--- config.mk ---
export PLATFORM = sky130hd
export DESIGN_NAME = fetch_ctrl
export DESIGN_NICKNAME = d
export VERILOG_FILES = /design/src/rtl/cpu_pkg.sv /design/src/rtl/hazard_detect.sv /design/src/rtl/fetch_ctrl.sv
export SDC_FILE = /design/constraint.sdc
export NUM_CORES = 1
export LEC_CHECK = 0
export ABC_AREA = 1
export BUFFER_PORTS_ARGS = -buffer_cell sky130_fd_sc_hd__buf_2
export CELL_PAD_IN_SITES_DETAIL_PLACEMENT = 0
export CELL_PAD_IN_SITES_GLOBAL_PLACEMENT = 2
export CORE_ASPECT_RATIO = 1.1
export CORE_MARGIN = 2
export CORE_UTILIZATION = 16
export CTS_CLUSTER_DIAMETER = 30
export DETAILED_ROUTE_END_ITERATION = 12
export PLACE_DENSITY = 0.91
export SETUP_SLACK_MARGIN = 0.05
export SYNTH_ARGS = -nofsm -noshare
export SYNTH_HDL_FRONTEND = slang
export SYNTH_SLANG_ARGS = --single-unit
--- constraint.sdc ---
create_clock -name clk -period 2.2 [get_ports clk]
set_clock_uncertainty 0.1 [all_clocks]
set_input_delay 0.33 -clock clk [delete_from_list [all_inputs] [get_ports clk]]
set_output_delay 0.33 -clock clk [all_outputs]
set_load 0.01 [all_outputs]
--- src/rtl/cpu_pkg.sv ---
// rtl/cpu_pkg.sv - shared widths, fetch FSM states and NOP encoding for the 16-bit CPU front end
package cpu_pkg;
  localparam int ADDR_W       = 16;
  localparam int REG_W        = 4;
  localparam int DRAIN_CYCLES = 3;
  localparam logic [15:0] NOP = 16'h0000;

  typedef enum logic [1:0] {
    RUN     = 2'd0,
    MEMWAIT = 2'd1,
    DRAIN   = 2'd2,
    HALTED  = 2'd3
  } fetch_state_t;
endpackage

--- src/rtl/hazard_detect.sv ---
// rtl/hazard_detect.sv - combinational load-use hazard compare between EX load and ID sources
module hazard_detect #(
  parameter int REG_W = 4
) (
  input  logic             ex_mem_read_i,
  input  logic [REG_W-1:0] ex_rd_i,
  input  logic [REG_W-1:0] id_rs_i,
  input  logic [REG_W-1:0] id_rt_i,
  input  logic             id_uses_rt_i,
  output logic             stall_o
);
  // Register 0 is hardwired zero, so a load into it never creates a dependency.
  assign stall_o = ex_mem_read_i && (ex_rd_i != '0) &&
                   ((ex_rd_i == id_rs_i) || (id_uses_rt_i && (ex_rd_i == id_rt_i)));
endmodule

--- src/rtl/fetch_ctrl.sv ---
// rtl/fetch_ctrl.sv - PC update, IF/ID and ID/EX flush/stall control for the fetch/decode front end
module fetch_ctrl
  import cpu_pkg::*;
#(
  parameter int ADDR_W       = cpu_pkg::ADDR_W,
  parameter int REG_W        = cpu_pkg::REG_W,
  parameter int DRAIN_CYCLES = cpu_pkg::DRAIN_CYCLES
) (
  input  logic              clk,
  input  logic              rst,
  input  logic              branch_taken,
  input  logic [ADDR_W-1:0] branch_addr,
  input  logic              jump,
  input  logic [ADDR_W-1:0] jump_addr,
  input  logic              hlt,
  input  logic              ex_mem_read,
  input  logic [REG_W-1:0]  ex_rd,
  input  logic [REG_W-1:0]  id_rs,
  input  logic [REG_W-1:0]  id_rt,
  input  logic              id_uses_rt,
  input  logic              imem_rdy,
  output logic              imem_rd_en,
  output logic              pc_we,
  output logic              pc_redirect,
  output logic [ADDR_W-1:0] redirect_pc,
  output logic              ifid_we,
  output logic              ifid_flush,
  output logic              idex_flush,
  output logic              halted
);
  localparam int DCW = $clog2(DRAIN_CYCLES) + 1;

  fetch_state_t   state_q, state_d;
  logic [DCW-1:0] drain_q, drain_d;
  logic           load_use;

  hazard_detect #(.REG_W(REG_W)) u_hazard (
    .ex_mem_read_i (ex_mem_read),
    .ex_rd_i       (ex_rd),
    .id_rs_i       (id_rs),
    .id_rt_i       (id_rt),
    .id_uses_rt_i  (id_uses_rt),
    .stall_o       (load_use)
  );

  always_ff @(posedge clk) begin
    if (rst) begin
      state_q <= RUN;
      drain_q <= '0;
    end else begin
      state_q <= state_d;
      drain_q <= drain_d;
    end
  end

  always_comb begin
    state_d     = state_q;
    drain_d     = drain_q;
    imem_rd_en  = 1'b0;
    pc_we       = 1'b0;
    pc_redirect = 1'b0;
    redirect_pc = '0;
    ifid_we     = 1'b0;
    ifid_flush  = 1'b0;
    idex_flush  = 1'b0;
    halted      = 1'b0;
    if (rst) begin
      ifid_flush = 1'b1;
      idex_flush = 1'b1;
      state_d    = RUN;
      drain_d    = '0;
    end else begin
      unique case (state_q)
        RUN, MEMWAIT: begin
          imem_rd_en = 1'b1;
          if (branch_taken) begin
            // Resolved branch outranks everything younger, including an in-flight fetch.
            pc_we       = 1'b1;
            pc_redirect = 1'b1;
            redirect_pc = branch_addr;
            ifid_flush  = 1'b1;
            idex_flush  = 1'b1;
            state_d     = RUN;
          end else if (jump) begin
            pc_we       = 1'b1;
            pc_redirect = 1'b1;
            redirect_pc = jump_addr;
            ifid_flush  = 1'b1;
            state_d     = RUN;
          end else if (hlt) begin
            imem_rd_en = 1'b0;
            drain_d    = DCW'(DRAIN_CYCLES - 1);
            state_d    = DRAIN;
          end else if (load_use) begin
            // IF/ID is held, not flushed, so the dependent instruction survives a memory wait too.
            idex_flush = 1'b1;
          end else if (!imem_rdy) begin
            ifid_flush = 1'b1;
            state_d    = MEMWAIT;
          end else begin
            pc_we   = 1'b1;
            ifid_we = 1'b1;
            state_d = RUN;
          end
        end
        DRAIN: begin
          ifid_flush = 1'b1;
          idex_flush = 1'b1;
          if (branch_taken) begin
            pc_we       = 1'b1;
            pc_redirect = 1'b1;
            redirect_pc = branch_addr;
            state_d     = RUN;
          end else if (drain_q == '0) begin
            state_d = HALTED;
          end else begin
            drain_d = drain_q - 1'b1;
          end
        end
        HALTED: begin
          halted = 1'b1;
        end
      endcase
    end
  end
endmodule

==> run metrics, run 1 <==
outcome=finished clean; IO Port Bufs=74; Slew headroom=a little over two thirds; Max VDD drop=around 0.16 mV; CP Max Fanout=7; Post-Route WL=between 2000 and 3000 um; Die Height=between 70 and 80 um; CTS Sinks=5; EDFF count, synth=0; most frequent CP cell=nand2_1; most area-hungry cell type in the Yosys netlist=nand2_1; Hold Slack=0.3598 ns; Crit path max-delay family=flip-flops; Tmin final=between 1.5 and 2 ns; Slew @ Worst Pin=0.4511 ns; PwrDens=about 390 mW/mm^2; first-pass GRT wire length=4692 um; Net Sw Power=0.1710 mW; Post-CTS Setup Bufs=0; Syn Inst Count=152; Comb pwr share=42.7%; post-CTS sizing=0; Final Hold Vio Count=0; CP Data Required Time=1.77 ns; crit-path cells=inv_2 -> nor2_4 -> nand2_1 -> a21oi_1 -> inv_1 -> nand2_1 -> buf_2; switching share of total power=35.10%; via-per-instance ratio=4.060; CTS tree=done; Syn. warnings=0; cts bufs inserted=3; filler instances=543; achievable clock frequency=between 500 and 600 MHz; FF+latch area=100.1 um^2; Max Cap Viol=0; nets=between 200 and 300; critical path capture point type=primary output; Pre-Repair DR Iteration Count=4; synth cell count leaders=nand2_1 (58), a21oi_1 (21), inv_1 (18), nor2_1 (18), nand3_1 (7); P_int=roughly 0.32 mW; Critical-path top delay cell=dfxtp_1; grt ovf=0; Netlist cell types=23; setup_tns=0 ns; Sequential Power Share=approximately 22%; post-cts hold buffer count=0; Post-Syn Area=approximately 780 um^2; Die Width=70.66 um; worst path bufs/invs=3; FFs w/ async S/R, synth=0%; Synth-to-Final Area Change=61.12%; Rows=26; Clock Root Buffer=clkbuf_8; Pins Over Slew Limit=0; WS Path Type=reg2out; final period utilization=approximately 87%; share of the synthesized area in the top cell type=roughly 28%; synthesized area per cell=approximately 5.1 um^2; Max Root-Sink Buffers=2; number of global-route vias before repair=1092; Final HPWL DP=around 2300 um; clk slew on worst S/H paths=0.04 ns; overall routing resource usage=10.58%; Core ar.=0.004684 mm^2; Pleak=0.7238 nW; area occupied by multi-input gates=approximately 580 um^2; fraction of layout cells with a size suffix above 1=a little under two fifths; post-synthesis sequential area ratio=12.80%; unrepaired setup endpoints after global routing=false; drt wl/cell=approximately 10 um; Synth area leaders=nand2_1 (28%), a21oi_1 (13%), dfxtp_1 (13%); Setup violations, final=0; Clk Latency, worst-skew pair=0.23 ns; Starting Density=between 10% and 20%; Pwr Total=~0.5 mW; # diodes=0; Final ANT Viol Nets=0; Final GP Congestion=0.7950; Via Count=approximately 1200; Synth Flop Type=dfxtp_1; IO Count=75; max incr delay on CP=0.44 ns; DRT iter0 DRCs=23; largest net degree at the start of global routing=24; Hold Crit Class=reg2reg; critical path launch point type=flip-flop; Clk pwr share=a little over a third; count leader, synth=nand2_1; full die area=0.005463 mm^2; DRC violations left=0; Worst EP arrival=1.48 ns; syn_nets=roughly 210; # H-tree levels=1; initial antenna violation count=0; register bit total from synthesis=5
worst paths after layout:
| check | end | startpoint | depth (start not counted) | slack, ns |
|---|---|---|---|---|
| setup reg to reg | drain_q[2] | state_q[1] | 8 | 0.70 |
| hold reg to reg | drain_q[0] | drain_q[0] | 2 | 0.36 |
| setup / recovery | pc_we | state_q[1] | 7 | 0.29 |
| hold / removal | drain_q[0] | drain_q[0] | 2 | 0.36 |
sequential cells by signal, indices dropped and copies added (netlist names):
name     cells
drain_q      3
state_q      2
cell usage in the layout, fill, tap and decap left out:
cell type	synthesis	layout
a21boi_0	1	1
clkbuf_1	2	1
nand2_1	58	58
buf_2	0	74
ha_1	2	2
clkbuf_8	0	3
nor2_1	18	18
dfxtp_1	5	5
inv_1	18	18
a21oi_1	21	21
nand4_1	2	2
a211oi_1	1	1
nor3_1	1	1
buf_4	2	2
nand2_2	1	1
inv_2	2	2
a311oi_1	1	1
xor2_1	3	3
o21ai_0	1	1
o21ai_2	1	1
o21ai_1	1	1
xnor2_1	1	1
a22o_2	1	1
nand3_1	7	7
nor2_4	2	2
power by group through the flow:
stage                     clock network [mW]  registers (mW)  logic, mW
after floorplan                            0           0.105      0.117
after global placement                     0           0.107      0.212
after detailed placement                   0           0.107      0.211
after CTS                              0.179           0.105      0.213
after global routing                   0.192           0.106      0.238
final                                  0.174           0.105      0.208
worst register-to-register path: cells and delay by family (launching register included):
kind                      cells  cell delay [ns]
and+or+nand+nor               6             0.58
buffers and inverters         1             0.12
xor gates and xnor gates      1             0.14
DFF                           1             0.44
metal layers:
| layer | vias to the layer above | global-route usage [%] | routed length, um |
|---|---|---|---|
| met5 | - | 0 | 0 |
| met4 | 0 | 3.396 | 29 |
| met3 | 3 | 2.234 | 178 |
| met2 | 43 | 18.58 | 1352 |
| met1 | 479 | 12.73 | 1275 |
| li1 | 628 | - | - |
layout make-up:
cell class / count / share of cell area [%]
Tap cell: 56 / 5.561
Multi-Input combinational cell: 123 / 46.38
Sequential cell: 5 / 7.944
Clock buffer: 4 / 3.575
Timing Repair Buffer: 76 / 30.59
Inverter: 20 / 5.958
stage by stage:
step                      instance area (um^2)  cells  util [%]  setup WS (ns)
after floorplan                          782.0    152         -         0.5731
after global placement                    1215    280     25.93         0.3684
after detailed placement                  1215    280     25.93         0.3967
after CTS                                 1260    284     26.90         0.2532
after global routing                      1260    284     26.90         0.1634
final                                     1260    284     26.90         0.2916
kinds of logic after synthesis:
family                   count (synthesis)  share of synthesized area [%]
AO/OA/AOI/OAI                           28                          20.16
adder cells (fa/ha/maj)                  2                          3.199
buffers and inverters                   24                          12.48
AND/OR/NAND/NOR                         89                          46.88
flip-flops                               5                          12.80
XOR/XNOR                                 4                          4.481
Power figures use the tool's default switching activity.
==> run 2, diff against run 1 <==
--- a/config.mk
+++ b/config.mk
@@ -7,14 +7,12 @@
 export LEC_CHECK = 0
 export ABC_AREA = 1
 export BUFFER_PORTS_ARGS = -buffer_cell sky130_fd_sc_hd__buf_2
-export CELL_PAD_IN_SITES_DETAIL_PLACEMENT = 0
-export CELL_PAD_IN_SITES_GLOBAL_PLACEMENT = 2
 export CORE_ASPECT_RATIO = 1.1
 export CORE_MARGIN = 2
-export CORE_UTILIZATION = 16
+export CORE_UTILIZATION = 39
 export CTS_CLUSTER_DIAMETER = 30
 export DETAILED_ROUTE_END_ITERATION = 12
-export PLACE_DENSITY = 0.91
+export PLACE_DENSITY = 0.9
 export SETUP_SLACK_MARGIN = 0.05
 export SYNTH_ARGS = -nofsm -noshare
 export SYNTH_HDL_FRONTEND = slang
==> run 2 against run 1 <==
Net effect: maximum frequency decreased by 1.8%; via count increased by 2.0%; global-route usage increased by 7.8 points; sequential power about the same; final area decreased by 3.7%.
==> run metrics, run 2 (synthesis gave the netlist of run 1 again) <==
outcome=finished clean; Rows=17 (-35%); Starting Density=39.96% (+23 points); Clk Latency, worst-skew pair=0.25 ns (+0.02 ns); Post-CTS Setup Bufs=0 (unchanged); number of global-route vias before repair=909 (-17%); Max Cap Viol=0 (unchanged); overall routing resource usage=18.38% (+7.8 points); Area after DPL=0.001187 mm^2 (-2.3%); final period utilization=88.31% (+1.6 points); crit-path cells=inv_2 -> nor2_4 -> nand2_1 -> a21oi_1 -> inv_1 -> nand2_1 -> buf_2; max reg flops=3 (unchanged); PwrDens=346.2 mW/mm^2 (-10%); DRT iter0 DRCs=14 (-39%); Worst R2R Setup Slack=0.70 ns (about the same); Final ANT Viol Nets=0 (unchanged); setup_tns=0 ns (unchanged); Clock Root Buffer=clkbuf_4; M3 GR Usage=2.473% (+0.24 points); filler instances=220 (-59%); Critical-path top delay cell=dfxtp_1; Max VDD drop=0.2662 mV (+67%); CTS tree=done; grt ovf=0 (unchanged); CTS Sinks=5 (unchanged); met2 usage=33.33% (+15 points); Via Count=1176 (+2.0%); nets=284 (+0.35%); setup ws final=0.2572 ns (-0.03448 ns); Worst EP arrival=1.51 ns (+0.03 ns); Max Root-Sink Buffers=2 (unchanged); CP Data Required Time=1.77 ns (about the same); Setup violations, final=0 (unchanged); cts bufs inserted=3 (unchanged); Synth-to-Final Area Change=55.20%; unrepaired setup endpoints after global routing=false; critical path capture point type=primary output; CP Max Fanout=7 (unchanged); IO Count=75 (unchanged); WS Path Type=reg2out; Final Hold Vio Count=0 (unchanged); IO Port Bufs=74 (unchanged); Slew headroom=72.81% (+2.9 points); via-per-instance ratio=4.576 (+13%); global routing's busiest layer=met2; leading cell type in the layout, fill and taps excluded=buf_2; post-CTS sizing=0 (unchanged); Pre-Repair DR Iteration Count=4 (unchanged); achievable clock frequency=514.7 MHz (-1.8%); Final GP Congestion=0.7222 (-9.2%); Core ar.=0.001957 mm^2 (-58%); cell area after layout=0.001214 mm^2 (-3.7%); Tmin final=1.943 ns (+0.03448 ns); # diodes=0 (unchanged); # H-tree levels=1 (unchanged); Die Height=50.97 um (-34%); max incr delay on CP=0.45 ns (about the same); Pleak=0.7212 nW (-0.36%); post-cts hold buffer count=0 (unchanged); Post-Route WL=2302 um (-19%); fraction of layout cells with a size suffix above 1=37.99% (+0.27 points); critical path launch point type=flip-flop; Slew @ Worst Pin=0.4079 ns (-0.04324 ns); Regs by FF count=drain_q (3), state_q (2); most frequent CP cell=nand2_1; full die area=0.002380 mm^2 (-56%); largest net degree at the start of global routing=24 (unchanged); first-pass GRT wire length=3401 um (-28%); GR Util met1=21.49% (+8.8 points); initial antenna violation count=0 (unchanged); Die Width=46.70 um (-34%); DRC violations left=0 (unchanged); Hold Crit Class=reg2reg; clk slew on worst S/H paths=0.05 ns (about the same); pre-CTS setup slack=0.4006 ns (+0.003932 ns); drt wl/cell=8.957 um (-10%); Reg with most FFs=drain_q; Final HPWL DP=1898 um (-17%); most frequent cells in the layout=buf_2 (74), nand2_1 (58), a21oi_1 (21), inv_1 (18), nor2_1 (18); Pins Over Slew Limit=0 (unchanged)
-- run 2: worst paths after layout --
kind                end       start  cells past startpoint
max               pc_we  state_q[1]                      7
min          drain_q[0]  drain_q[0]                      2
max reg2reg  drain_q[2]  state_q[1]                      8
min reg2reg  drain_q[0]  drain_q[0]                      2
-- run 2: per-layer routing --
layer,vias up,share of wire [%]
met4,0,0.65
met5,-,0
li1,635,-
met2,33,52
met3,2,5.0
met1,506,42
-- run 2: worst max-delay path, delay by kind of cell (launching register included) --
family | cells | cell delay [ns]
AO/OA/AOI/OAI | 1 | 0.19
AND/OR/NAND/NOR | 3 | 0.33
flip-flops | 1 | 0.45
buffers and inverters | 3 | 0.28
-- run 2: final cells by class --
cell class	instances	area, um^2	share of cell area (%)
clock buffers	4	26.28	2.165
inverters	20	75.07	6.186
multi-input cells	123	584.3	48.14
flip-flops and latches	5	100.1	8.247
well taps	28	35.03	2.887
repair buffers	77	392.9	32.37
-- run 2: power by group --
group | switching, mW | internal, mW | total, mW
registers | 0.00662 | 0.0985 | 0.105
logic | 0.112 | 0.0939 | 0.205
clock network | 0.0407 | 0.0688 | 0.109
total | 0.159 | 0.261 | 0.420
-- run 2: per-stage QoR --
stage	power [mW]	util, %	std cells	hold slack (ns)
2_1_floorplan	0.2226	-	152	0.3435
3_3_place_gp	0.3104	60.68	253	0.3538
3_5_place_dp	0.3129	60.68	253	0.3583
4_1_cts	0.4243	62.02	257	0.3659
5_1_grt	0.4577	62.02	257	0.3806
6_report	0.4201	62.02	257	0.3651
==> run 3, diff against run 2 <==
--- a/config.mk
+++ b/config.mk
@@ -12,7 +12,7 @@
 export CORE_UTILIZATION = 39
 export CTS_CLUSTER_DIAMETER = 30
 export DETAILED_ROUTE_END_ITERATION = 12
-export PLACE_DENSITY = 0.9
+export PLACE_DENSITY = 0.89
 export SETUP_SLACK_MARGIN = 0.05
 export SYNTH_ARGS = -nofsm -noshare
 export SYNTH_HDL_FRONTEND = slang
==> constraint.sdc (replaced) <==
create_clock -name clk -period 2.2 [get_ports clk]
set_clock_uncertainty 0.1 [all_clocks]
set_input_delay 0.33 -clock clk [delete_from_list [all_inputs] [get_ports clk]]
set_output_delay 0.33 -clock clk [all_outputs]
set_load 0.02 [all_outputs]
==> run 3 against run 2 <==
Net effect: total power is 4.1% higher; sequential power hardly changed; core utilization is 0.38 points lower; sequential cell count stayed put; final cell count is 0.39% lower; die area stayed put; final area is 0.62% lower; routed wire length is 3.6% lower; non-clock buffer count is 1 lower; hold slack better by 0.00095 ns; count of clock-buffer cells in the layout stayed put.
==> run metrics, run 3 (synthesis gave the netlist of run 1 again) <==
post-CTS sizing=0 (unchanged); DRC violations left=0 (unchanged); hold depth=2 (unchanged); setup ws final=0.2328 ns (-0.02433 ns); Max Root-Sink Buffers=2 (unchanged); global routing's busiest layer=met2; Net Sw Power=0.1771 mW (+11%); nets=283 (-0.35%); Pre-Repair DR Iteration Count=4 (unchanged); final core area utilization=61.64% (-0.38 points); WS Path Type=reg2out; Post-CTS Setup Bufs=0 (unchanged); # diodes=0 (unchanged); via-per-instance ratio=4.469 (-2.3%); drt wl/cell=8.664 um (-3.3%); leading cell type in the layout, fill and taps excluded=buf_2; Via Count=1144 (-2.7%); dpl cells=252 (-0.40%); Max VDD drop=0.3258 mV (+22%); Tmin final=1.967 ns (+0.02433 ns); fraction of layout cells with a size suffix above 1=37.72% (-0.27 points); critical path launch point type=flip-flop; Slew @ Worst Pin=0.4039 ns (-0.003959 ns); PwrDens=362.8 mW/mm^2 (+4.8%); Starting Density=39.96% (unchanged); Final GP Congestion=0.7147 (-1.0%); clk slew on worst S/H paths=0.04 ns (about the same); met2 usage=33.80% (+0.46 points); cts bufs inserted=3 (unchanged); r2r worst-path depth=8 (unchanged); final period utilization=89.42% (+1.1 points); Die Height=50.97 um (unchanged); Die Width=46.70 um (unchanged); Clock Root Buffer=clkbuf_4; Max Cap Viol=0 (unchanged); first-pass GRT wire length=3318 um (-2.4%); Clk Latency, worst-skew pair=0.25 ns (about the same); # H-tree levels=1 (unchanged); IO Count=75 (unchanged); CTS Sinks=5 (unchanged); Regs by FF count=drain_q (3), state_q (2); Final ANT Viol Nets=0 (unchanged); pre-CTS setup slack=0.3679 ns (-0.03267 ns); switching share of total power=40.48% (+2.7 points); IO Port Bufs=74 (unchanged); Worst EP arrival=1.54 ns (+0.03 ns); GR Util met1=20.64% (-0.85 points); Area after DPL=0.001180 mm^2 (-0.63%); most frequent cells in the layout=buf_2 (74), nand2_1 (58), a21oi_1 (21), inv_1 (18), nor2_1 (18); P_int=0.2604 mW (-0.32%); CTS tree=done; Setup violations, final=0 (unchanged); Pleak=0.7160 nW (-0.72%); Comb pwr share=51.0% (+2.1 points); cell area after layout=0.001206 mm^2 (-0.62%); DRT iter0 DRCs=12 (-2); Pins Over Slew Limit=0 (unchanged); Final Hold Vio Count=0 (unchanged); CP Max Fanout=7 (unchanged); critical path capture point type=primary output; setup_tns=0 ns (unchanged); Synth-to-Final Area Change=54.24%; Hold Crit Class=reg2reg; number of global-route vias before repair=932 (+2.5%); CP Data Required Time=1.77 ns (about the same); achievable clock frequency=508.3 MHz (-1.2%); Reg with most FFs=drain_q; initial antenna violation count=0 (unchanged); Sequential Power Share=24.1% (-0.9 points); full die area=0.002380 mm^2 (unchanged); Final HPWL DP=1802 um (-5.0%); unrepaired setup endpoints after global routing=false; largest net degree at the start of global routing=24 (unchanged); Hold Slack=0.3660 ns (+0.0009470 ns); grt ovf=0 (unchanged); outcome=finished clean; max reg flops=3 (unchanged); overall routing resource usage=18.04% (-0.35 points); Clk pwr share=24.9% (-1.2 points); Slew headroom=73.07% (+0.26 points); Rows=17 (unchanged); post-cts hold buffer count=0 (unchanged); Core ar.=0.001957 mm^2 (unchanged); Post-Route WL=2218 um (-3.6%); final std cells w/o fill=256 (-0.39%); Pwr Total=0.4375 mW (+4.1%); M3 GR Usage=1.413% (-1.1 points)
==> run 3: changes by cell type in the layout (fill, tap and decap cells not counted) <==
cell / before / now
buf_4: 3 / 2
==> run 3: cell type report <==
cell class / count / area [um^2]
Clock buffer: 4 / 26.28
Timing Repair Buffer: 76 / 385.4
Multi-Input combinational cell: 123 / 584.3
Sequential cell: 5 / 100.1
Tap cell: 28 / 35.03
Inverter: 20 / 75.07
Fill cell: 221 / 750.7
==> run 3: layer usage <==
layer | part of all wire [%] | wire [um] | vias up
met5 | 0 | 0 | -
met4 | 1.1 | 25 | 0
met3 | 5.0 | 111 | 3
met2 | 51 | 1137 | 32
met1 | 43 | 943 | 475
li1 | - | - | 634
==> run 3: critical path: stages, from the launching register on <==
cell and delay, ns:
dfxtp_1 0.44, inv_2 0.11, nor2_4 0.15, nand2_1 0.12
a21oi_1 0.20, inv_1 0.05, nand2_1 0.06, buf_2 0.15
==> run 3: path summary, 6_finish.rpt <==
kind | start | to | slack [ns]
setup / recovery | state_q[1] | pc_we | 0.23
setup reg to reg | state_q[1] | drain_q[2] | 0.72
hold / removal | drain_q[0] | drain_q[0] | 0.37
hold reg to reg | drain_q[0] | drain_q[0] | 0.37
==> run 3: power groups by stage <==
stage | Combinational (mW) | Clock (mW) | Sequential (mW)
5_1_grt | 0.252 | 0.117 | 0.106
4_1_cts | 0.226 | 0.112 | 0.105
6_report | 0.223 | 0.109 | 0.105
3_5_place_dp | 0.224 | 0 | 0.107
3_3_place_gp | 0.222 | 0 | 0.106
2_1_floorplan | 0.136 | 0 | 0.105
